===== src/rtl/mem_access_unit_if.sv =====
// Data-memory bus between the MEM-stage access unit and the data memory.
// The unit drives the request side through the master modport. The memory
// answers through the slave modport.
interface mem_access_unit_if;
    logic        dmem_req;
    logic        dmem_we;
    logic [31:0] dmem_addr;
    logic [31:0] dmem_wdata;
    logic        dmem_ack;
    logic [31:0] dmem_rdata;

    modport master (
        output dmem_req,
        output dmem_we,
        output dmem_addr,
        output dmem_wdata,
        input  dmem_ack,
        input  dmem_rdata
    );

    modport slave (
        input  dmem_req,
        input  dmem_we,
        input  dmem_addr,
        input  dmem_wdata,
        output dmem_ack,
        output dmem_rdata
    );
endinterface


===== src/rtl/mem_access_unit.sv =====
// MEM-stage access unit. It consumes the EX/MEM register and runs a
// req/ack transaction on the data-memory bus for loads and stores. While
// the access is outstanding it stalls the upstream pipeline. When the
// access completes it loads the MEM/WB-facing output registers. Non-memory
// instructions pass straight through with one cycle of latency.
//
// Optional build macro: MEM_ALIGN_CHECK_EN. When it is defined, an access
// whose address is not word-aligned is dropped: no request is issued, a
// bubble is written back, and misalign_fault pulses for one cycle.
//
// state | meaning
// ------+--------------------------------------------------------------
// IDLE  | no bus activity; pass-through, or accept a new access
// BUSY  | dmem_req held high; waiting for dmem_ack or for the timeout
module mem_access_unit #(
    parameter int unsigned TIMEOUT_CYCLES = 16,
    parameter int unsigned CNT_W          = 8
) (
    input  logic                clk,
    input  logic                rst_n,
    input  logic                RegWrite_in,
    input  logic                MemtoReg_in,
    input  logic                MemRead_in,
    input  logic                MemWrite_in,
    input  logic [31:0]         alu_result_in,
    input  logic [31:0]         write_data_in,
    input  logic [4:0]          dest_reg_in,
    mem_access_unit_if.master   dmem,
    output logic                mem_stall,
    output logic                RegWrite_out,
    output logic                MemtoReg_out,
    output logic [31:0]         read_data_out,
    output logic [31:0]         alu_result_out,
    output logic [4:0]          dest_reg_out,
    output logic                bus_error
`ifdef MEM_ALIGN_CHECK_EN
    ,
    output logic                misalign_fault
`endif
);

    typedef enum logic {IDLE, BUSY} state_t;

    state_t             state_q, state_d;
    logic [CNT_W-1:0]   cnt_q, cnt_d;

    // Transaction latched at issue. The address doubles as the ALU result
    // that is written back.
    logic [31:0]        addr_q, addr_d;
    logic [31:0]        wdata_q, wdata_d;
    logic               we_q, we_d;
    logic               is_load_q, is_load_d;
    logic               lat_rw_q, lat_rw_d;
    logic               lat_m2r_q, lat_m2r_d;
    logic [4:0]         lat_dest_q, lat_dest_d;

    // MEM/WB-facing output registers.
    logic               rw_q, rw_d;
    logic               m2r_q, m2r_d;
    logic [31:0]        rdata_q, rdata_d;
    logic [31:0]        alu_q, alu_d;
    logic [4:0]         dest_q, dest_d;
    logic               bus_err_q, bus_err_d;

    logic               access;
    logic               misaligned;
    logic               stall_c;

`ifdef MEM_ALIGN_CHECK_EN
    logic               misalign_q, misalign_d;
    assign misaligned = (alu_result_in[1:0] != 2'b00);
`else
    assign misaligned = 1'b0;
`endif

    assign access = MemRead_in | MemWrite_in;

    // Next-state, latch and output-register loading for the access FSM.
    always_comb begin
        state_d    = state_q;
        cnt_d      = cnt_q;
        addr_d     = addr_q;
        wdata_d    = wdata_q;
        we_d       = we_q;
        is_load_d  = is_load_q;
        lat_rw_d   = lat_rw_q;
        lat_m2r_d  = lat_m2r_q;
        lat_dest_d = lat_dest_q;
        rw_d       = 1'b0;
        m2r_d      = 1'b0;
        rdata_d    = 32'd0;
        alu_d      = 32'd0;
        dest_d     = 5'd0;
        bus_err_d  = bus_err_q;
        stall_c    = 1'b0;
`ifdef MEM_ALIGN_CHECK_EN
        misalign_d = 1'b0;
`endif
        case (state_q)
            IDLE: begin
                if (!access) begin
                    rw_d   = RegWrite_in;
                    m2r_d  = MemtoReg_in;
                    alu_d  = alu_result_in;
                    dest_d = dest_reg_in;
                end else if (misaligned) begin
`ifdef MEM_ALIGN_CHECK_EN
                    misalign_d = 1'b1;
`endif
                end else begin
                    stall_c    = 1'b1;
                    addr_d     = alu_result_in;
                    wdata_d    = write_data_in;
                    // A store wins when both read and write are set.
                    we_d       = MemWrite_in;
                    is_load_d  = MemRead_in & ~MemWrite_in;
                    lat_rw_d   = RegWrite_in;
                    lat_m2r_d  = MemtoReg_in;
                    lat_dest_d = dest_reg_in;
                    cnt_d      = '0;
                    state_d    = BUSY;
                end
            end
            BUSY: begin
                if (dmem.dmem_ack) begin
                    rw_d    = lat_rw_q;
                    m2r_d   = lat_m2r_q;
                    alu_d   = addr_q;
                    dest_d  = lat_dest_q;
                    rdata_d = is_load_q ? dmem.dmem_rdata : 32'd0;
                    cnt_d   = '0;
                    state_d = IDLE;
                end else if (cnt_q == CNT_W'(TIMEOUT_CYCLES - 1)) begin
                    bus_err_d = 1'b1;
                    cnt_d     = '0;
                    state_d   = IDLE;
                end else begin
                    stall_c = 1'b1;
                    cnt_d   = cnt_q + CNT_W'(1);
                end
            end
            default: state_d = IDLE;
        endcase
    end

    // State, latched transaction and output registers.
    always_ff @(posedge clk or negedge rst_n) begin
        if (!rst_n) begin
            state_q    <= IDLE;
            cnt_q      <= '0;
            addr_q     <= 32'd0;
            wdata_q    <= 32'd0;
            we_q       <= 1'b0;
            is_load_q  <= 1'b0;
            lat_rw_q   <= 1'b0;
            lat_m2r_q  <= 1'b0;
            lat_dest_q <= 5'd0;
            rw_q       <= 1'b0;
            m2r_q      <= 1'b0;
            rdata_q    <= 32'd0;
            alu_q      <= 32'd0;
            dest_q     <= 5'd0;
            bus_err_q  <= 1'b0;
        end else begin
            state_q    <= state_d;
            cnt_q      <= cnt_d;
            addr_q     <= addr_d;
            wdata_q    <= wdata_d;
            we_q       <= we_d;
            is_load_q  <= is_load_d;
            lat_rw_q   <= lat_rw_d;
            lat_m2r_q  <= lat_m2r_d;
            lat_dest_q <= lat_dest_d;
            rw_q       <= rw_d;
            m2r_q      <= m2r_d;
            rdata_q    <= rdata_d;
            alu_q      <= alu_d;
            dest_q     <= dest_d;
            bus_err_q  <= bus_err_d;
        end
    end

`ifdef MEM_ALIGN_CHECK_EN
    // One-cycle misalignment pulse that accompanies the dropped access.
    always_ff @(posedge clk or negedge rst_n) begin
        if (!rst_n) misalign_q <= 1'b0;
        else        misalign_q <= misalign_d;
    end
    assign misalign_fault = misalign_q;
`endif

    // The request is decoded from the registered state, so reset removes it
    // immediately. The stall is gated by reset so that the pipeline is
    // never frozen while the unit is held in reset.
    assign dmem.dmem_req   = (state_q == BUSY);
    assign dmem.dmem_we    = we_q;
    assign dmem.dmem_addr  = addr_q;
    assign dmem.dmem_wdata = wdata_q;
    assign mem_stall       = stall_c & rst_n;

    assign RegWrite_out   = rw_q;
    assign MemtoReg_out   = m2r_q;
    assign read_data_out  = rdata_q;
    assign alu_result_out = alu_q;
    assign dest_reg_out   = dest_q;
    assign bus_error      = bus_err_q;

endmodule


===== src/flat_wrapper.sv =====
// flat-port wrapper written by rule: the top's interface ports become plain ports
module mem_access_unit_flat 
#(
    parameter int unsigned TIMEOUT_CYCLES = 16,
    parameter int unsigned CNT_W          = 8
)
  (clk, rst_n, RegWrite_in, MemtoReg_in, MemRead_in, MemWrite_in, alu_result_in, write_data_in, dest_reg_in, mem_stall, RegWrite_out, MemtoReg_out, read_data_out, alu_result_out, dest_reg_out, bus_error, dmem_dmem_req, dmem_dmem_we, dmem_dmem_addr, dmem_dmem_wdata, dmem_dmem_ack, dmem_dmem_rdata);
  mem_access_unit_if dmem_i ();
  input  logic clk;
  input  logic rst_n;
  input  logic RegWrite_in;
  input  logic MemtoReg_in;
  input  logic MemRead_in;
  input  logic MemWrite_in;
  input  logic [31:0] alu_result_in;
  input  logic [31:0] write_data_in;
  input  logic [4:0] dest_reg_in;
  output logic mem_stall;
  output logic RegWrite_out;
  output logic MemtoReg_out;
  output logic [31:0] read_data_out;
  output logic [31:0] alu_result_out;
  output logic [4:0] dest_reg_out;
  output logic bus_error;
  output wire logic [$bits(dmem_i.dmem_req)-1:0] dmem_dmem_req;
  output wire logic [$bits(dmem_i.dmem_we)-1:0] dmem_dmem_we;
  output wire logic [$bits(dmem_i.dmem_addr)-1:0] dmem_dmem_addr;
  output wire logic [$bits(dmem_i.dmem_wdata)-1:0] dmem_dmem_wdata;
  input wire logic [$bits(dmem_i.dmem_ack)-1:0] dmem_dmem_ack;
  input wire logic [$bits(dmem_i.dmem_rdata)-1:0] dmem_dmem_rdata;
  assign dmem_dmem_req = dmem_i.dmem_req;
  assign dmem_dmem_we = dmem_i.dmem_we;
  assign dmem_dmem_addr = dmem_i.dmem_addr;
  assign dmem_dmem_wdata = dmem_i.dmem_wdata;
  assign dmem_i.dmem_ack = dmem_dmem_ack;
  assign dmem_i.dmem_rdata = dmem_dmem_rdata;
  mem_access_unit #(.TIMEOUT_CYCLES(TIMEOUT_CYCLES), .CNT_W(CNT_W)) u_core (.clk(clk), .rst_n(rst_n), .RegWrite_in(RegWrite_in), .MemtoReg_in(MemtoReg_in), .MemRead_in(MemRead_in), .MemWrite_in(MemWrite_in), .alu_result_in(alu_result_in), .write_data_in(write_data_in), .dest_reg_in(dest_reg_in), .dmem(dmem_i), .mem_stall(mem_stall), .RegWrite_out(RegWrite_out), .MemtoReg_out(MemtoReg_out), .read_data_out(read_data_out), .alu_result_out(alu_result_out), .dest_reg_out(dest_reg_out), .bus_error(bus_error));
endmodule

===== config.mk =====
export PLATFORM = sky130hd
export DESIGN_NAME = mem_access_unit_flat
export DESIGN_NICKNAME = d
export VERILOG_FILES = /design/src/rtl/mem_access_unit_if.sv /design/src/rtl/mem_access_unit.sv /design/src/flat_wrapper.sv
export SDC_FILE = /design/constraint.sdc
export NUM_CORES = 1
export LEC_CHECK = 0
export ABC_AREA = 1
export ABC_CLOCK_PERIOD_IN_PS = 1800
export CAP_MARGIN = 5
export CORE_UTILIZATION = 40
export DETAILED_ROUTE_END_ITERATION = 8
export HOLD_SLACK_MARGIN = 0.06
export MAX_ROUTING_LAYER = met4
export PLACE_DENSITY_LB_ADDON = 0.3
export REMOVE_ABC_BUFFERS = 1
export SYNTH_ARGS = -nofsm -noshare
export SYNTH_HDL_FRONTEND = slang
export SYNTH_SLANG_ARGS = --single-unit
export TNS_END_PERCENT = 100

===== constraint.sdc =====
create_clock -name clk -period 1.8 [get_ports clk]
set_input_delay 0.36 -clock clk [delete_from_list [all_inputs] [get_ports clk]]
set_output_delay 0.36 -clock clk [all_outputs]
set_load 0.05 [all_outputs]

* Word-level counts from Yosys, hierarchy flattened
Cells that the tools add are included.
** Storage, ports and cells
- Bits in registers :: 154
- Latch bits :: 0
- Bits in writable memories :: 0
- Bits in read-only memories :: 0
- Output and inout port bits :: 139
- Logic and storage cells :: 49
- Memories kept :: 0
** Operators by class
- Add/sub/neg operators :: 1
- Multiply operators :: 0
- Div/mod/pow operators :: 0
- $lt $le $gt $ge :: 0
- Eq/ne operators :: 2
- Shift operators :: 0
- Multiplexer cells :: 23
- Bitwise operators :: 6
- Reductions and logical operators :: 2
** Operator list (number)
- 32-bit two-way mux :: 5
- 32-bit case mux with 2 select lines :: 1
- 8-bit two-way mux :: 3
- 8-bit case mux with 2 select lines :: 1
- 5-bit two-way mux :: 2
- 5-bit case mux with 2 select lines :: 1
- 8-bit by 1-bit adder with 8-bit output (second input constant) :: 1
- 8-bit by 4-bit equality test with 1-bit output (second input constant) :: 1
- 1-bit two-way mux :: 7
- 1-bit case mux with 2 select lines :: 3
- 1-bit inverter :: 3
- 3-bit AND reduction :: 1
- 1-bit bitwise AND :: 2
- 2-bit by 1-bit != test with 1-bit output (second input constant) :: 1
- 2-bit AND reduction :: 1
- 1-bit bitwise OR :: 1

* Depth between registers and ports, before layout
- Depth after elaboration :: 5
- Gate-level depth with buffers :: 8
- Gate-level depth less buffers :: 8

* Least setup slack after synthesis
No wires, ideal clock.
- Kind :: reg2out
- From :: register u_core.state_q (netlist: u_core.dmem.dmem_req)
- To :: output port mem_stall
- Data arrival time :: 2.277 ns
- Setup slack :: -0.837 ns
- Stages on the path, launching flop included :: 7
- Path buffers :: 1
- Path through :: dfrtp_1 > inv_2 > nand2_1 > nand2_2 > inv_2 > buf_6 > a21boi_0
** Between the ends
- Word-level cells in the longest chain between the ends :: 3
** RTL lines
- start, declared :: line mem_access_unit.sv:44 : state_t state_q, state_d;
- start signal, assigned :: line mem_access_unit.sv:165 : state_q <= state_d;
- 1-bit inverter (no line)
- 1-bit case mux with 2 select lines * :: line mem_access_unit.sv:99 : case (state_q)
- 1-bit bitwise AND * :: line mem_access_unit.sv:199 : assign mem_stall = stall_c & rst_n;
- end, declared :: line flat_wrapper.sv:18 : output logic mem_stall;
Every way passes the cells marked *; elsewhere a longest branch is shown, timed or not.

* Final worst setup path
- From :: register u_core.cnt_q[1]
- To :: output port mem_stall
** Between the ends
- Word-level cells in the longest chain between the ends :: 5
** RTL lines
- start, declared :: line mem_access_unit.sv:45 : logic [CNT_W-1:0] cnt_q, cnt_d;
- start signal, assigned :: line mem_access_unit.sv:166 : cnt_q <= cnt_d;
- 8-bit by 4-bit equality test with 1-bit output :: line mem_access_unit.sv:133 : end else if (cnt_q == CNT_W'(TIMEOUT_CYCLES - 1)) begin
- 1-bit two-way mux :: line mem_access_unit.sv:133
- 1-bit two-way mux :: line mem_access_unit.sv:125 : if (dmem.dmem_ack) begin
- 1-bit case mux with 2 select lines :: line mem_access_unit.sv:99
- 1-bit bitwise AND :: line mem_access_unit.sv:199
Every way passes these cells.

==> flow_summary.json <==
{
  "status": "finished, violations left",
  "failed_checks": "negative hold slack, negative setup slack",
  "htreeDepth": 4,
  "synthArstFlopShare_pct": 100,
  "cts_sinks": 154,
  "drt.antenna.violating_nets": 0,
  "chipHeight_um": 124,
  "numCtsBuffers": 17,
  "netlist_area_um2": 5950,
  "hold_viol_final": 1,
  "synth_ff_type": "sky130_fd_sc_hd__dfrtp_1",
  "crit_path_cell_trace": "ha_2 > nand2_2 > inv_2 > nand2_2 > o21ai_2 > a21boi_2 > buf_12",
  "post_detailed_placement_half_perimeter_wirelength_mm": 10.4,
  "worst_hold_path_type": "primary input to async pin",
  "chipWidth_um": 124,
  "place_congestion": 0.786,
  "fin_tns_setup_ns": -0.160,
  "via_count": 4919,
  "critical_path_s_most_frequent_cell": "sky130_fd_sc_hd__nand2_2",
  "start_util_pct": 40.9,
  "path_delay_family": "flip-flops",
  "number_of_enable_flip_flop_cells_after_synthesis": 0,
  "critical_path_required_ns": 1.44,
  "synth_commonest_cells": "sky130_fd_sc_hd__nand2_1 (192), sky130_fd_sc_hd__dfrtp_1 (154), sky130_fd_sc_hd__inv_1 (79)",
  "final_net_count": 977,
  "finalMaxSlewViolations": 0,
  "clock_skew_ns": 0.00529,
  "post_layout_power_mw": 14.8,
  "critical-path-slowest-cell": "sky130_fd_sc_hd__dfrtp_1",
  "synthesis_warnings": 0,
  "worst_path_largest_cell_delay_ns": 0.38,
  "core_um2": 14500,
  "cap_viol_max_count": 0,
  "peakVddDrop_mv": 0.922,
  "initialDrtViolationCount": 272,
  "cts.reportedPaths.clkPinSlew_ns": 0.06,
  "timing.reg2reg.setup_slack_ns": 0.33,
  "cts_buffer_depth": 2,
  "viasPerCell": 4.62,
  "yosysSeqAreaShare_pct": 64.8,
  "grt_first_pass_wirelength_mm": 22.9,
  "synthCells": 604,
  "synth-seq-cells": 154,
  "end_kind": "output pin",
  "flow.area_growth_from_synthesis_pct": 51.3,
  "netlist-cell-type-count": 24,
  "num_io_pins": 247,
  "cts_root_buf": "sky130_fd_sc_hd__clkbuf_16",
  "gr-total-overflow": 0,
  "final_clock_period_utilization_by_the_worst_path_pct": 109,
  "detailedRoute.firstPassIterationCount": 5,
  "grt_util_all_layers_pct": 20.4,
  "synth_area_leader_cell": "sky130_fd_sc_hd__dfrtp_1",
  "placement.io_buffers": 246,
  "antenna_cells": 0,
  "clock_latency_ns": 0.42,
  "avg_synthesized_cell_area_um2": 9.85,
  "timing.critical_path.arrival_ns": 1.60,
  "floorplan.die_area_um2": 15400,
  "critical_path_peak_fanout": 2,
  "power_per_cell_area_nw_per_um2": 1640,
  "final-setup-viol-count": 1,
  "synth.top_cell.area_share_pct": 64.8,
  "floorplan.rows": 44,
  "max-slew-margin-rel_pct": 41.8,
  "cts_tree": "yes",
  "via_count_of_the_first_global_routing_pass": 4844,
  "finalHoldWorstSlack_ns": -0.00281,
  "element_type_at_the_critical_path_start": "flop",
  "worst_margin_pin_slew_ns": 0.873,
  "grt_max_degree": 155,
  "fin_crit_ns": 1.96,
  "timing.fmax_mhz": 510,
  "total_drc_errors_in_the_routed_layout": 0,
  "layout_setup_ws_ns": -0.160,
  "leakage_nw": 4.76,
  "synth_area_leaders": "sky130_fd_sc_hd__dfrtp_1 (65%), sky130_fd_sc_hd__nand2_1 (12%), sky130_fd_sc_hd__o21ai_2 (5.6%)",
  "final_layout_size_suffix_gt1_share_pct": 28.6,
  "setup_repair_after_global_routing_missed_its_margin": "true",
  "synthMostInstantiatedCell": "sky130_fd_sc_hd__nand2_1",
  "grt_antenna_before_repair": 0,
  "routedWlPerCell_um": 13.9,
  "fillCellCount": 1193,
  "critical_path.n_buffers_inverters": 2,
  "timing_worst_setup_path_type": "flop to output pin",
  "routed_wl_mm": 14.8
}
## final cells by class
type	instances	area (um2)	area share (%)
flip-flops and latches	154	3850	42.8
clock inverters	10	92.6	1.03
multi-input cells	343	1630	18.1
well taps	184	230	2.56
inverters	81	307	3.41
clock buffers	22	474	5.27
repair buffers	271	2420	26.8
## routing by layer
| layer | part of all wire (%) | track usage, % | vias up |
|---|---|---|---|
| met5 | 0 | - | - |
| met4 | 1.5 | 7.89 | 0 |
| met3 | 8.3 | 7.05 | 20 |
| met2 | 49 | 32.2 | 212 |
| met1 | 41 | 24.0 | 2322 |
| li1 | - | - | 2365 |
## cell families (layout without fill, tap and decap cells)
group | after synthesis | after routing | synth area share [%]
simple gates | 250 | 250 | 16.4
flops | 154 | 154 | 64.8
buf+inv | 107 | 384 | 8.12
compound gates | 90 | 90 | 10.2
xor+xnor | 2 | 2 | 0.295
fa+ha+maj | 1 | 1 | 0.210
## power by group
group | internal [mW] | switching [mW] | leakage [nW]
Combinational | 1.95 | 4.51 | 2.51
Sequential | 4.37 | 0.560 | 1.99
Clock | 2.01 | 1.39 | 0.269
## per-stage QoR
step	area [um2]	hold slack [ns]	std cells	worst slack, ns	utilization (%)
after floorplan	5770	0.0644	578	-1.97	-
after global placement	8390	0.444	1030	-0.0531	57.8
after detailed placement	8390	0.460	1030	-0.147	57.8
after CTS	8980	0.127	1064	-0.291	61.8
after global routing	9000	0.161	1065	-0.266	61.9
final	9000	-0.00281	1065	-0.160	61.9
## flip-flops by register name, indices dropped and copies added, names as in the netlist
name	flops
u_core.alu_result_out	32
u_core.dmem.dmem_addr	32
u_core.dmem.dmem_wdata	32
u_core.read_data_out	32
u_core.cnt_q	8
u_core.dest_reg_out	5
u_core.lat_dest_q	5
u_core.MemtoReg_out	1
u_core.RegWrite_out	1
u_core.bus_error	1
u_core.dmem.dmem_req	1
u_core.dmem.dmem_we	1
u_core.is_load_q	1
u_core.lat_m2r_q	1
u_core.lat_rw_q	1
## placed cells by master, fill, tap and decap left out, types with 2 or more instances in the layout
cell / Yosys / routed
sky130_fd_sc_hd__clkinvlp_4: 0 / 4
sky130_fd_sc_hd__nand3_1: 4 / 4
sky130_fd_sc_hd__buf_12: 0 / 9
sky130_fd_sc_hd__buf_4: 1 / 155
sky130_fd_sc_hd__clkbuf_8: 0 / 3
sky130_fd_sc_hd__inv_2: 2 / 2
sky130_fd_sc_hd__clkinv_2: 0 / 3
sky130_fd_sc_hd__clkbuf_16: 0 / 17
sky130_fd_sc_hd__a21oi_1: 2 / 2
sky130_fd_sc_hd__nor2_1: 42 / 42
sky130_fd_sc_hd__a21o_1: 2 / 2
sky130_fd_sc_hd__inv_1: 79 / 78
sky130_fd_sc_hd__clkbuf_1: 11 / 2
sky130_fd_sc_hd__o21ai_0: 43 / 43
sky130_fd_sc_hd__clkdlybuf4s50_1: 0 / 106
sky130_fd_sc_hd__o21ai_2: 38 / 39
sky130_fd_sc_hd__xor2_1: 2 / 2
sky130_fd_sc_hd__nand2_1: 192 / 190
sky130_fd_sc_hd__dfrtp_1: 154 / 154
sky130_fd_sc_hd__nand2_2: 11 / 13
## path summary, 6_finish.rpt
kind,to,cells past startpoint,startpoint
worst min-delay path,u_core.alu_result_out[24],2,rst_n
min in group clk,u_core.read_data_out[1],3,dmem_dmem_rdata[1]
worst max register to register,u_core.dmem.dmem_addr[28],8,u_core.dmem.dmem_req
worst min register to register,u_core.dmem.dmem_wdata[12],2,u_core.dmem.dmem_wdata[12]
max in group asynchronous,u_core.alu_result_out[18],2,rst_n
worst max-delay path,mem_stall,7,u_core.cnt_q[1]
## repair_timing
| action | in CTS | in global routing |
|---|---|---|
| endpoints found under the hold margin | 0 | 0 |
| resized for setup | 5 | 2 |
| hold buffers | 0 | 0 |
| endpoints found under the setup margin | 1 | 1 |
| setup buffers | 2 | 2 |
| pin swaps | 1 | 3 |
Note: power is estimated with default switching activity, not from simulation.
